$ cat src/rtl/cpr_pkg.sv
// Shared types and constants for the CPR (Amstrad Plus cartridge) chunk loader.
package cpr_pkg;

    typedef enum logic [3:0] {
        StIdle,
        StHdr,
        StCkId,
        StCkSize,
        StData,
        StSkip,
        StPadChk,
        StFill,
        StDone,
        StError
    } cpr_state_e;

    // FourCCs are stored first-byte-in-MSB, matching file order.
    localparam logic [31:0] FCC_RIFF = 32'h5249_4646;
    localparam logic [31:0] FCC_AMS  = 32'h414D_5321;
    localparam logic [15:0] FCC_CB   = 16'h6362;

    localparam int unsigned CHUNK_BYTES = 16384;
    localparam int unsigned MAX_CHUNKS  = 32;

    function automatic logic [7:0] fcc_byte(input logic [31:0] fcc, input logic [1:0] idx);
        logic [7:0] b;
        case (idx)
            2'd0:    b = fcc[31:24];
            2'd1:    b = fcc[23:16];
            2'd2:    b = fcc[15:8];
            default: b = fcc[7:0];
        endcase
        return b;
    endfunction

    function automatic logic is_digit(input logic [7:0] b);
        return (b >= 8'h30) && (b <= 8'h39);
    endfunction

endpackage

$ cat src/rtl/cpr_write_port.sv
// Single-entry SDRAM write request register and the ioctl_wait backpressure it implies.
module cpr_write_port (
    input  logic        clk_48,
    input  logic        reset,
    input  logic        issue,
    input  logic [22:0] issue_addr,
    input  logic [7:0]  issue_data,
    input  logic        hold_wait,
    input  logic        cart_ack,
    output logic        cart_wr,
    output logic [22:0] cart_addr,
    output logic [7:0]  cart_data,
    output logic        ioctl_wait
);

    logic        wr_q, wr_d;
    logic [22:0] addr_q, addr_d;
    logic [7:0]  data_q, data_d;

    always_ff @(posedge clk_48) begin
        if (reset) begin
            wr_q   <= 1'b0;
            addr_q <= '0;
            data_q <= '0;
        end else begin
            wr_q   <= wr_d;
            addr_q <= addr_d;
            data_q <= data_d;
        end
    end

    // The parser never issues while a request is pending, so issue and ack cannot collide.
    always_comb begin
        wr_d   = wr_q;
        addr_d = addr_q;
        data_d = data_q;
        if (issue) begin
            wr_d   = 1'b1;
            addr_d = issue_addr;
            data_d = issue_data;
        end else if (wr_q && cart_ack) begin
            wr_d = 1'b0;
        end
    end

    assign cart_wr    = wr_q;
    assign cart_addr  = addr_q;
    assign cart_data  = data_q;
    assign ioctl_wait = wr_q || hold_wait;

endmodule

$ cat src/rtl/cpr_chunk_loader.sv
// Streaming CPR/RIFF cartridge image parser writing cbNN chunks into SDRAM.
// Optional build macro CPR_PAD_FILL_EN pads short chunks with 8'hFF up to a full 16K bank.
module cpr_chunk_loader
    import cpr_pkg::*;
#(
    parameter logic [7:0]  CPR_INDEX = 8'd5,
    parameter logic [22:0] CART_BASE = 23'h000000
) (
    input  logic        clk_48,
    input  logic        reset,
    input  logic        ioctl_download,
    input  logic        ioctl_wr,
    input  logic [24:0] ioctl_addr,
    input  logic [7:0]  ioctl_dout,
    input  logic [7:0]  ioctl_index,
    output logic        ioctl_wait,
    output logic [22:0] cart_addr,
    output logic [7:0]  cart_data,
    output logic        cart_wr,
    input  logic        cart_ack,
    output logic        cpr_valid,
    output logic        cpr_error,
    output logic [5:0]  chunk_count
);

    cpr_state_e  state_q, state_d;
    logic        active_q, active_d;
    logic        end_q, end_d;
    logic [24:0] pos_q, pos_d;
    logic [3:0]  cnt_q, cnt_d;
    logic [23:0] id_q, id_d;
    logic [31:0] size_q, size_d;
    logic [31:0] rem_q, rem_d;
    logic [13:0] off_q, off_d;
    logic [4:0]  chunk_q, chunk_d;
    logic        is_cart_q, is_cart_d;
    logic [5:0]  count_q, count_d;

    logic        active, start, fall, end_req, end_eval;
    logic        parsing, byte_in, addr_ok, chunk_done;
    logic [6:0]  cb_num;
    logic [5:0]  count_inc;
    logic        issue, hold_wait;
    logic [22:0] issue_addr;
    logic [7:0]  issue_data;

    assign active   = ioctl_download && (ioctl_index == CPR_INDEX);
    assign start    = active && !active_q;
    assign fall     = !active && active_q;
    assign end_req  = fall || end_q;
    // End-of-download is judged only once the last write has drained.
    assign end_eval = end_req && !cart_wr && (state_q != StFill);

    assign parsing = (state_q == StHdr) || (state_q == StCkId) || (state_q == StCkSize) ||
                     (state_q == StData) || (state_q == StSkip) || (state_q == StPadChk);
    assign byte_in = active && ioctl_wr && !ioctl_wait && parsing;
    assign addr_ok = (ioctl_addr == pos_q);

    // Low nibble of an ASCII digit is its value; only meaningful once both are digits.
    assign cb_num    = 7'(id_q[3:0]) * 7'd10 + 7'(ioctl_dout[3:0]);
    assign count_inc = (count_q >= 6'(MAX_CHUNKS)) ? count_q : count_q + 6'd1;

    always_ff @(posedge clk_48) begin
        if (reset) begin
            state_q   <= StIdle;
            active_q  <= 1'b0;
            end_q     <= 1'b0;
            pos_q     <= '0;
            cnt_q     <= '0;
            id_q      <= '0;
            size_q    <= '0;
            rem_q     <= '0;
            off_q     <= '0;
            chunk_q   <= '0;
            is_cart_q <= 1'b0;
            count_q   <= '0;
        end else begin
            state_q   <= state_d;
            active_q  <= active_d;
            end_q     <= end_d;
            pos_q     <= pos_d;
            cnt_q     <= cnt_d;
            id_q      <= id_d;
            size_q    <= size_d;
            rem_q     <= rem_d;
            off_q     <= off_d;
            chunk_q   <= chunk_d;
            is_cart_q <= is_cart_d;
            count_q   <= count_d;
        end
    end

    always_comb begin
        state_d    = state_q;
        active_d   = active;
        end_d      = end_q;
        pos_d      = pos_q;
        cnt_d      = cnt_q;
        id_d       = id_q;
        size_d     = size_q;
        rem_d      = rem_q;
        off_d      = off_q;
        chunk_d    = chunk_q;
        is_cart_d  = is_cart_q;
        count_d    = count_q;
        chunk_done = 1'b0;

        if (start) begin
            state_d = StHdr;
            end_d   = 1'b0;
            pos_d   = '0;
            cnt_d   = '0;
            count_d = '0;
        end else if (end_eval) begin
            end_d = 1'b0;
            if (state_q == StCkId && cnt_q == 4'd0 && count_q != 6'd0) begin
                state_d = StDone;
            end else if (state_q != StError && state_q != StDone) begin
                state_d = StError;
            end
        end else begin
            end_d = end_req;
            if (byte_in && !addr_ok) begin
                state_d = StError;
            end else if (byte_in) begin
                pos_d = pos_q + 25'd1;
                case (state_q)
                    StHdr: begin
                        cnt_d = cnt_q + 4'd1;
                        if ((cnt_q < 4'd4 && ioctl_dout != fcc_byte(FCC_RIFF, cnt_q[1:0])) ||
                            (cnt_q >= 4'd8 && ioctl_dout != fcc_byte(FCC_AMS, cnt_q[1:0]))) begin
                            state_d = StError;
                        end else if (cnt_q == 4'd11) begin
                            state_d = StCkId;
                            cnt_d   = '0;
                        end
                    end
                    StCkId: begin
                        id_d  = {id_q[15:0], ioctl_dout};
                        cnt_d = cnt_q + 4'd1;
                        if (cnt_q == 4'd3) begin
                            cnt_d     = '0;
                            state_d   = StCkSize;
                            is_cart_d = 1'b0;
                            if (id_q[23:8] == FCC_CB) begin
                                if (is_digit(id_q[7:0]) && is_digit(ioctl_dout) &&
                                    cb_num < 7'(MAX_CHUNKS)) begin
                                    is_cart_d = 1'b1;
                                    chunk_d   = cb_num[4:0];
                                end else begin
                                    state_d = StError;
                                end
                            end
                        end
                    end
                    StCkSize: begin
                        size_d = {ioctl_dout, size_q[31:8]};
                        cnt_d  = cnt_q + 4'd1;
                        if (cnt_q == 4'd3) begin
                            cnt_d = '0;
                            rem_d = size_d;
                            off_d = '0;
                            if (is_cart_q) begin
                                if (size_d > CHUNK_BYTES) begin
                                    state_d = StError;
                                end else if (size_d == 32'd0) begin
                                    chunk_done = 1'b1;
                                end else begin
                                    state_d = StData;
                                end
                            end else begin
                                state_d = (size_d == 32'd0) ? StCkId : StSkip;
                            end
                        end
                    end
                    StData: begin
                        off_d = off_q + 14'd1;
                        rem_d = rem_q - 32'd1;
                        if (rem_q == 32'd1) begin
                            chunk_done = 1'b1;
                        end
                    end
                    StSkip: begin
                        rem_d = rem_q - 32'd1;
                        if (rem_q == 32'd1) begin
                            state_d = size_q[0] ? StPadChk : StCkId;
                            cnt_d   = '0;
                        end
                    end
                    StPadChk: begin
                        state_d = StCkId;
                        cnt_d   = '0;
                    end
                    default: ;
                endcase

                if (chunk_done) begin
                    cnt_d   = '0;
                    state_d = size_d[0] ? StPadChk : StCkId;
                    count_d = count_inc;
`ifdef CPR_PAD_FILL_EN
                    // A short chunk only counts once the rest of its bank has been padded.
                    if (!size_d[14]) begin
                        state_d = StFill;
                        count_d = count_q;
                    end
`endif
                end
            end

`ifdef CPR_PAD_FILL_EN
            if (state_q == StFill && !cart_wr) begin
                off_d = off_q + 14'd1;
                if (off_q == 14'(CHUNK_BYTES - 1)) begin
                    count_d = count_inc;
                    cnt_d   = '0;
                    state_d = size_q[0] ? StPadChk : StCkId;
                end
            end
`endif
        end
    end

    always_comb begin
        issue      = 1'b0;
        issue_data = ioctl_dout;
        hold_wait  = 1'b0;
        if (state_q == StData && byte_in && addr_ok) begin
            issue = 1'b1;
        end
`ifdef CPR_PAD_FILL_EN
        if (state_q == StFill) begin
            hold_wait  = 1'b1;
            issue      = !cart_wr;
            issue_data = 8'hFF;
        end
`endif
    end

    assign issue_addr  = {CART_BASE[22:19], chunk_q, off_q};
    assign cpr_valid   = (state_q == StDone);
    assign cpr_error   = (state_q == StError);
    assign chunk_count = count_q;

    cpr_write_port u_write_port (
        .clk_48     (clk_48),
        .reset      (reset),
        .issue      (issue),
        .issue_addr (issue_addr),
        .issue_data (issue_data),
        .hold_wait  (hold_wait),
        .cart_ack   (cart_ack),
        .cart_wr    (cart_wr),
        .cart_addr  (cart_addr),
        .cart_data  (cart_data),
        .ioctl_wait (ioctl_wait)
    );

endmodule
$ cat config.mk
export PLATFORM = sky130hd
export DESIGN_NAME = cpr_chunk_loader
export DESIGN_NICKNAME = d
export VERILOG_FILES = /design/src/rtl/cpr_pkg.sv /design/src/rtl/cpr_write_port.sv /design/src/rtl/cpr_chunk_loader.sv
export SDC_FILE = /design/constraint.sdc
export NUM_CORES = 1
export LEC_CHECK = 0
export BUFFER_PORTS_ARGS = -buffer_cell sky130_fd_sc_hd__buf_2
export CAP_MARGIN = 40
export CORE_MARGIN = 3
export CORE_UTILIZATION = 52
export CTS_BUF_LIST = sky130_fd_sc_hd__clkbuf_4 sky130_fd_sc_hd__clkbuf_8 sky130_fd_sc_hd__clkbuf_16
export DETAILED_ROUTE_END_ITERATION = 8
export HOLD_SLACK_MARGIN = 0.15
export PLACE_DENSITY = 0.79
export SYNTH_ARGS = -nofsm -noshare
export SYNTH_HDL_FRONTEND = slang
export SYNTH_SLANG_ARGS = --single-unit
$ cat constraint.sdc
create_clock -name clk_48 -period 3.3 [get_ports clk_48]
set_input_delay 0.33 -clock clk_48 [delete_from_list [all_inputs] [get_ports clk_48]]
set_output_delay 0.33 -clock clk_48 [all_outputs]
set_load 0.01 [all_outputs]
==> impl_metrics.ini, run 1 <==
[outcome]
status = finished clean

[cts]
cts_setup_buffers = 0
clock_latency_ps = 440
cts_hold_buffers = 0
cts_buffers = 17
clk_path_buf_depth = 2
cts.sinks = 170
cts_tree = built
htreeDepth = 4
ctsResizeCount = 0
clk_pin_slew_worst_paths_ps = 70
root_buffer = clkbuf_16

[cells_and_area]
drive_gt1_frac = 0.1401
post-route-util = 0.6075
n_antenna_cell = 0
stdcell_count = 1362
design_area_um2 = 10110
area_delta_synth_final_pct = 14.20
fin_nets = 1194

[power]
p_int_w = 0.003195
p_leak_nw = 4.151
p_sw_w = 0.001048
p_sw_frac = 0.2470
peakVddDrop_uv = 356.6
seqPwrFrac = 0.483
power.density_nw_per_um2 = 419.7
p_clk_frac = 0.486
combPwrFrac = 0.031

[worst_setup_path]
end_kind = register
critical_path_arrival_ps = 3400
crit_type = register to register
cp-start-kind = register
critPathMaxFanout = 5
required_ps = 3600

[routing]
drt_wl_total_um = 22140
drtIter0Drc = 781
wl_per_cell_um = 16.25
vias = 7907
viasPerCell = 5.805
post-route-drc-count = 0
drtPass1Iterations = 5
drtAntennaViolNets = 0

[sta]
setup_viol = 0
rsz0062_at_grt = false
maxSlewHeadroom = 0.4915
post-route-period-util = 0.9397
layout_min_cycle_time_ps = 3101
fmax_mhz = 322.5
worst_pin_slew_ps = 761.9
fin_hold_ws_ps = 190.8
hold_viol = 0
fin_skew_ps = 11.66
slew_violations = 0
finalSetupTns_ps = 0

[global_routing]
grt_pass1_vias = 7471
track_usage = 0.2430
grt_max_degree = 71
grt_pass1_wl_um = 36630
grt_remaining_overflow = 0
antenna_found_initial = 0

[logic_synthesis]
synth_edf_count = 0
yosysSeqAreaShare = 0.3845
ys_ff_latch = 170
synth_top_area_cell = dfxtp_1
synth.cell_area_um2 = 8852
postSynthAreaPerCell_um2 = 8.304
post-synth-top-area-fraction = 0.3845
ys.flop_type = dfxtp_1
synth_warnings = 0
syn_inst = 1066
synthArstFlopShare = 0
synth_area_leaders = dfxtp_1, mux2i_1, nor2_1
yosys.cell_types.count = 76

[placement]
gp_congestion = 0.9575
io_buffers = 82
hpwlAfterDp_um = 14930
dpl.cell_count = 1330
dpl-instance-area_um2 = 9488

[floorplanning]
core_um2 = 16640
die_area_um2 = 18630
start_util = 0.5319
fp.dieH_um = 136.5
ioPinCount = 87
die_w_um = 136.5
fp-row-count = 47

[min_path]
hold_path_class = input pin to register

[flow_run]
maxCapViolations = 0
path summary, 6_finish.rpt:
kind	start	slack, ps	cells past startpoint	endpoint
setup / recovery	id_q[1]$_SDFFE_PP0P_	200	10	state_q[3]$_SDFFE_PP0P_
hold / removal	cart_ack	190	4	u_write_port.cart_wr$_SDFFE_PP0P_
setup reg to reg	id_q[1]$_SDFFE_PP0P_	200	10	state_q[3]$_SDFFE_PP0P_
hold reg to reg	rem_q[25]$_SDFFE_PP0P_	480	2	rem_q[25]$_SDFFE_PP0P_
kinds of logic after synthesis:
group / after synthesis / synth area share
AOI/OAI and AO/OA: 179 / 0.1310
xor gates and xnor gates: 67 / 0.06629
adders and majority gates: 20 / 0.02968
buffers and inverters: 92 / 0.04297
DFF: 170 / 0.3845
muxes: 84 / 0.09569
other: 1 / 0.0004236
and+or+nand+nor: 453 / 0.2495
worst max-delay path, cell delays in order (launching register included):
cell,delay [ps]
dfxtp_1,410
ha_1,260
ha_1,210
fa_1,540
o2111ai_1,170
xnor2_1,190
o41a_1,500
a221oi_1,340
o21ai_0,140
mux2i_1,160
nor2_1,50
through the flow:
stage / worst slack (ps) / power [W]
after floorplan: 630.9 / 0.002171
after global placement: 290.0 / 0.002225
after detailed placement: 280.0 / 0.002225
after CTS: 249.6 / 0.004267
after global routing: 71.87 / 0.004367
final: 199.1 / 0.004243
power groups by stage:
stage	clock (W)	combinational, W	sequential [W]
2_1_floorplan	0	0.0000736	0.00210
3_3_place_gp	0	0.000127	0.00210
3_5_place_dp	0	0.000127	0.00210
4_1_cts	0.00209	0.000128	0.00205
5_1_grt	0.00218	0.000141	0.00205
6_report	0.00206	0.000130	0.00205
layout make-up:
| type | instances | area [um^2] |
|---|---|---|
| Clock buffer | 17 | 425.4 |
| Clock inverter | 15 | 196.4 |
| Fill cell | 1436 | 6533 |
| Inverter | 26 | 97.59 |
| Multi-Input combinational cell | 807 | 5086 |
| Sequential cell | 170 | 3403 |
| Tap cell | 220 | 275.3 |
| Timing Repair Buffer | 107 | 625.6 |
layer usage:
layer,GRT usage,vias up,share of wire
met1,0.3304,3732,0.44
met2,0.3836,247,0.48
li1,-,3890,-
met5,0,-,0
met4,0.09071,0,0.022
met3,0.04589,38,0.057
Yosys cell counts, drive strengths merged (3+ instances only):
master and number:
or2 3, xor2 17, a211oi 12, o21ai 50, or3 19, a31oi 8
a21o 3, nand4 22, nand3b 5, nor2 187, buf 20, nand2 72
a21oi 48, a22oi 9, mux2i 82, o22ai 7, and2 4, a221oi 3
inv 26, ha 17, nor4b 3, or4 3, a311oi 3, nor4 20
xnor2 50, and4 5, nor3 30, o21a 3, nand2b 8, a41oi 4
nor3b 11, and3 12, clkbuf 46, o2111ai 4, nor2b 7, dfxtp 170
nand3 36
flip-flops by register name, indices dropped and copies added (netlist names), 5 cells and up:
signal                  count
rem_q                      32
off_q                      14
chunk_count                 6
u_write_port.cart_addr     19
u_write_port.cart_data      8
chunk_q                     5
pos_q                      25
size_q                     25
id_q                       24
placed cells by master (no fill, tap or decap), types with 12 or more instances in the layout:
cell / n
a211oi_1: 12
a21oi_1: 48
buf_2: 81
buf_4: 24
clkbuf_16: 17
dfxtp_1: 170
ha_1: 17
inv_1: 26
mux2i_1: 82
nand2_1: 72
nand3_1: 36
nand4_1: 22
nor2_1: 185
nor3_1: 29
nor4_1: 19
o21ai_0: 49
or3_1: 18
xnor2_1: 50
xor2_1: 17
(Power assumes the default switching activity.)
==> inputs of run 2 (changes only) <==
--- a/config.mk
+++ b/config.mk
@@ -7,6 +7,7 @@
 export LEC_CHECK = 0
 export BUFFER_PORTS_ARGS = -buffer_cell sky130_fd_sc_hd__buf_2
 export CAP_MARGIN = 40
+export CORE_ASPECT_RATIO = 1.25
 export CORE_MARGIN = 3
 export CORE_UTILIZATION = 52
 export CTS_BUF_LIST = sky130_fd_sc_hd__clkbuf_4 sky130_fd_sc_hd__clkbuf_8 sky130_fd_sc_hd__clkbuf_16
==> impl_metrics.ini, run 2 (synthesis results as in run 1) <==
[outcome]
status = finished clean

[routing]
drtPass1Iterations = 6
drt_wl_total_um = 22220
wl_per_cell_um = 16.45
post-route-drc-count = 0
drtAntennaViolNets = 0
viasPerCell = 5.882
vias = 7947
drtIter0Drc = 597

[power]
p_clk_frac = 0.487
p_int_w = 0.003189
seqPwrFrac = 0.484
combPwrFrac = 0.029
p_sw_frac = 0.2474
p_leak_nw = 4.115
finalPower_w = 0.004237
p_sw_w = 0.001048
peakVddDrop_uv = 297.1
power.density_nw_per_um2 = 422.1

[cells_and_area]
seq_area_um2 = 3403
area_delta_synth_final_pct = 13.40
drive_gt1_frac = 0.1348
multiInputGateArea_um2 = 5086
top_regs = rem_q x32, pos_q x25, size_q x25
regMostFlops = rem_q
post-route-util = 0.6098
fillers = 1410
fin_nets = 1187
mostFrequentLayoutCell = nor2_1
n_antenna_cell = 0
final_cell_mix = nor2_1, dfxtp_1, mux2i_1
stdcell_count = 1351
design_area_um2 = 10040
largest_reg_flops = 32

[worst_setup_path]
crit_slowest_cell = fa_1
cp-start-kind = register
critical_path_arrival_ps = 3270
end_kind = register
required_ps = 3610
worst_path_largest_cell_delay_ps = 520
crit_family = compound AO/OA/AOI/OAI gates
worst_path_most_repeated_cell = ha_1
cp_cell_sequence = ha_1 -> ha_1 -> fa_1 -> o2111ai_1 -> xnor2_1 -> o41a_1 -> a221oi_1 -> o21ai_0 -> mux2i_1 -> nor2_1
crit_type = register to register
path_buf_inv = 0
critPathMaxFanout = 5

[cts]
cts_setup_buffers = 0
cts_tree = built
cts.sinks = 170
clk_pin_slew_worst_paths_ps = 70
htreeDepth = 4
clk_path_buf_depth = 2
clock_latency_ps = 430
cts_buffers = 17
cts_hold_buffers = 0
ctsResizeCount = 0
root_buffer = clkbuf_16

[min_path]
hold_path_class = input pin to register

[floorplanning]
start_util = 0.5378
die_w_um = 122.7
die_area_um2 = 18640
fp.dieH_um = 151.9
ioPinCount = 87
fp-row-count = 52
core_um2 = 16460

[global_routing]
antenna_found_initial = 0
grt_max_degree = 80
grt_remaining_overflow = 0
grt_pass1_wl_um = 37340
grt_pass1_vias = 7674
track_usage = 0.2411

[sta]
fin_skew_ps = 13.48
setup_viol = 0
hold_viol = 0
post-route-period-util = 0.8968
maxSlewHeadroom = 0.4084
fmax_mhz = 337.9
rsz0062_at_grt = false
worst_pin_slew_ps = 887.3
slew_violations = 0
finalSetupTns_ps = 0
layout_min_cycle_time_ps = 2959

[placement]
hpwlAfterDp_um = 15340
io_buffers = 82
dpl.cell_count = 1319
dpl-instance-area_um2 = 9418
gp_congestion = 0.9151

[flow_run]
maxCapViolations = 0
==> run 2: changes by cell type in the layout (fill, tap and decap cells not counted), sizes merged <==
cell | before | now
clkinvlp | 1 | 0
buf | 107 | 100
clkinv | 6 | 7
==> run 2: cell type report <==
| cell class | count | share of cell area |
|---|---|---|
| Sequential cell | 170 | 0.3390 |
| Clock inverter | 15 | 0.01944 |
| Multi-Input combinational cell | 807 | 0.5067 |
| Inverter | 26 | 0.009722 |
| Clock buffer | 17 | 0.04238 |
| Timing Repair Buffer | 100 | 0.05584 |
| Tap cell | 216 | 0.02692 |
==> run 2: worst reg2reg max path: stages, from the launching register on <==
cell       delay, ps
dfxtp_1          410
ha_1             270
ha_1             220
fa_1             520
o2111ai_1        150
xnor2_1          170
o41a_1           480
a221oi_1         300
o21ai_0          120
mux2i_1          140
nor2_1            60
==> run 2: final timing paths <==
kind         slack [ps]                           endpoint                   start  cells past startpoint
max                 340            state_q[3]$_SDFFE_PP0P_    id_q[3]$_SDFFE_PP0P_                     10
min                 210  u_write_port.cart_wr$_SDFFE_PP0P_                cart_ack                      4
max reg2reg         340            state_q[3]$_SDFFE_PP0P_    id_q[3]$_SDFFE_PP0P_                     10
min reg2reg         480             rem_q[25]$_SDFFE_PP0P_  rem_q[25]$_SDFFE_PP0P_                      2
==> run 2: power groups by stage <==
stage                     Clock (W)  Combinational (W)  Sequential [W]
after floorplan                   0          0.0000736         0.00210
after global placement            0           0.000121         0.00210
after detailed placement          0           0.000123         0.00210
after CTS                   0.00209           0.000123         0.00205
after global routing        0.00217           0.000134         0.00205
final                       0.00206           0.000124         0.00205
==> run 2: layer usage <==
layer,part of all wire,track usage
met4,0.038,0.1073
met1,0.42,0.2968
met2,0.49,0.4034
met3,0.044,0.04760
met5,0,0
==> run 2: stage by stage <==
stage / hold WS (ps) / setup slack (ps)
2_1_floorplan: 449.6 / 630.9
3_3_place_gp: 462.8 / 419.5
3_5_place_dp: 471.5 / 321.2
4_1_cts: 192.3 / 360.3
5_1_grt: 279.8 / 135.9
6_report: 206.9 / 340.6
==> inputs of run 3 (changes only) <==
--- a/config.mk
+++ b/config.mk
@@ -7,13 +7,16 @@
 export LEC_CHECK = 0
 export BUFFER_PORTS_ARGS = -buffer_cell sky130_fd_sc_hd__buf_2
 export CAP_MARGIN = 40
+export CELL_PAD_IN_SITES_DETAIL_PLACEMENT = 0
+export CELL_PAD_IN_SITES_GLOBAL_PLACEMENT = 1
 export CORE_ASPECT_RATIO = 1.25
 export CORE_MARGIN = 3
-export CORE_UTILIZATION = 52
+export CORE_UTILIZATION = 45
 export CTS_BUF_LIST = sky130_fd_sc_hd__clkbuf_4 sky130_fd_sc_hd__clkbuf_8 sky130_fd_sc_hd__clkbuf_16
 export DETAILED_ROUTE_END_ITERATION = 8
+export GPL_TIMING_DRIVEN = 0
 export HOLD_SLACK_MARGIN = 0.15
-export PLACE_DENSITY = 0.79
+export PLACE_DENSITY = 0.87
 export SYNTH_ARGS = -nofsm -noshare
 export SYNTH_HDL_FRONTEND = slang
 export SYNTH_SLANG_ARGS = --single-unit
==> impl_metrics.ini, run 3 (synthesis results as in run 1) <==
[cells_and_area]
top_regs = rem_q x32, pos_q x25, size_q x25
fin_nets = 1235
regMostFlops = rem_q
multiInputGateArea_um2 = 5086
fillers = 1877
n_antenna_cell = 0
largest_reg_flops = 32
post-route-util = 0.5372
final_cell_mix = nor2_1, dfxtp_1, buf_2
area_delta_synth_final_pct = 15.66
drive_gt1_frac = 0.1302
seq_area_um2 = 3403
mostFrequentLayoutCell = nor2_1

[cts]
cts_setup_buffers = 0
cts.sinks = 170
htreeDepth = 4
cts_buffers = 17
clk_pin_slew_worst_paths_ps = 80
cts_tree = built
clock_latency_ps = 450
clk_path_buf_depth = 2
cts_hold_buffers = 0
ctsResizeCount = 0
root_buffer = clkbuf_16

[placement]
hpwlAfterDp_um = 18300
gp_congestion = 0.9627
io_buffers = 80

[global_routing]
grt_max_degree = 22
track_usage = 0.2335
grt_remaining_overflow = 0
grt_pass1_vias = 7796
antenna_found_initial = 0
grt_pass1_wl_um = 40480

[worst_setup_path]
end_kind = register
cp-start-kind = register
critical_path_arrival_ps = 3360
critPathMaxFanout = 10
crit_type = register to register
required_ps = 3600
rrSetupSlack_ps = 240

[routing]
drtIter0Drc = 537
wl_per_cell_um = 17.40
drtAntennaViolNets = 0
post-route-drc-count = 0
drt_wl_total_um = 25130
viasPerCell = 5.606
drtPass1Iterations = 5
vias = 8095

[sta]
maxSlewHeadroom = 0.4475
fmax_mhz = 326.7
fin_skew_ps = 12.24
rsz0062_at_grt = false
finalSetupTns_ps = 0
hold_viol = 0
worst_pin_slew_ps = 828.8
post-route-period-util = 0.9276
slew_violations = 0
layout_min_cycle_time_ps = 3061
setup_viol = 0
fin_hold_ws_ps = 181.2

[floorplanning]
die_w_um = 131.5
start_util = 0.4645
fp.dieH_um = 162.8
fp-row-count = 56
ioPinCount = 87
core_um2 = 19060
die_area_um2 = 21400

[power]
power.density_nw_per_um2 = 418.9
p_leak_nw = 4.174
peakVddDrop_uv = 327.5

[flow_run]
maxCapViolations = 0

[outcome]
status = finished clean

[min_path]
hold_path_class = input pin to register
## run 3: changes by cell type in the layout (fill, tap and decap cells not counted), moves of 2 or more
| cell | previous run | this run |
|---|---|---|
| inv_8 | 2 | 4 |
| buf_4 | 18 | 6 |
| buf_2 | 81 | 94 |
| clkbuf_1 | 0 | 44 |
| buf_1 | 0 | 2 |
| clkbuf_2 | 0 | 2 |
| clkinv_4 | 2 | 0 |
| inv_6 | 5 | 3 |
| inv_12 | 0 | 3 |
## run 3: final cells by class
class                      instances  share of cell area
inverter                          26            0.009532
buffer                            66             0.02786
multi-input combinational        807              0.4968
timing repair buffer              82             0.04033
sequential                       170              0.3324
tap                              261             0.03190
clock inverter                    15             0.01967
clock buffer                      17             0.04155
## run 3: worst paths after layout
path / from / end / depth (start not counted)
min reg2reg: rem_q[25]$_SDFFE_PP0P_ / rem_q[25]$_SDFFE_PP0P_ / 2
max: cnt_q[3]$_SDFFE_PP0P_ / rem_q[15]$_SDFFE_PP0P_ / 10
max reg2reg: cnt_q[3]$_SDFFE_PP0P_ / rem_q[15]$_SDFFE_PP0P_ / 10
min: cart_ack / u_write_port.cart_wr$_SDFFE_PP0P_ / 4
## run 3: stage by stage
step	instances	cell area [um^2]	setup slack (ps)	power, W
2_1_floorplan	1069	8864	630.9	0.002171
3_3_place_gp	1410	9590	18.43	0.002238
3_5_place_dp	1412	9603	-29.47	0.002239
4_1_cts	1444	10230	152.0	0.004314
5_1_grt	1444	10240	38.92	0.004405
6_report	1444	10240	239.0	0.004289
## run 3: worst max-delay path, cell delays in order, from the launching register on
cell and delay (ps):
dfxtp_1 300, clkbuf_1 170, nor2_1 340, nand2_1 230, nor2_1 530, o2111a_1 280
clkbuf_1 370, clkbuf_2 330, o21ai_0 130, a22oi_1 180, nor2_1 60
## run 3: power breakdown
part	total [W]	internal, W	switching, W
clock network	0.00210	0.00105	0.00105
logic	0.000141	0.0000491	0.0000919
registers	0.00205	0.00205	0.0000000296
total	0.00429	0.00315	0.00114
## run 3: layer usage
layer | GRT usage | share of wire | wire length (um)
met1 | 0.2741 | 0.42 | 10610
met4 | 0.1194 | 0.045 | 1137
met2 | 0.4118 | 0.49 | 12320
met5 | 0 | 0 | 0
met3 | 0.03863 | 0.042 | 1061
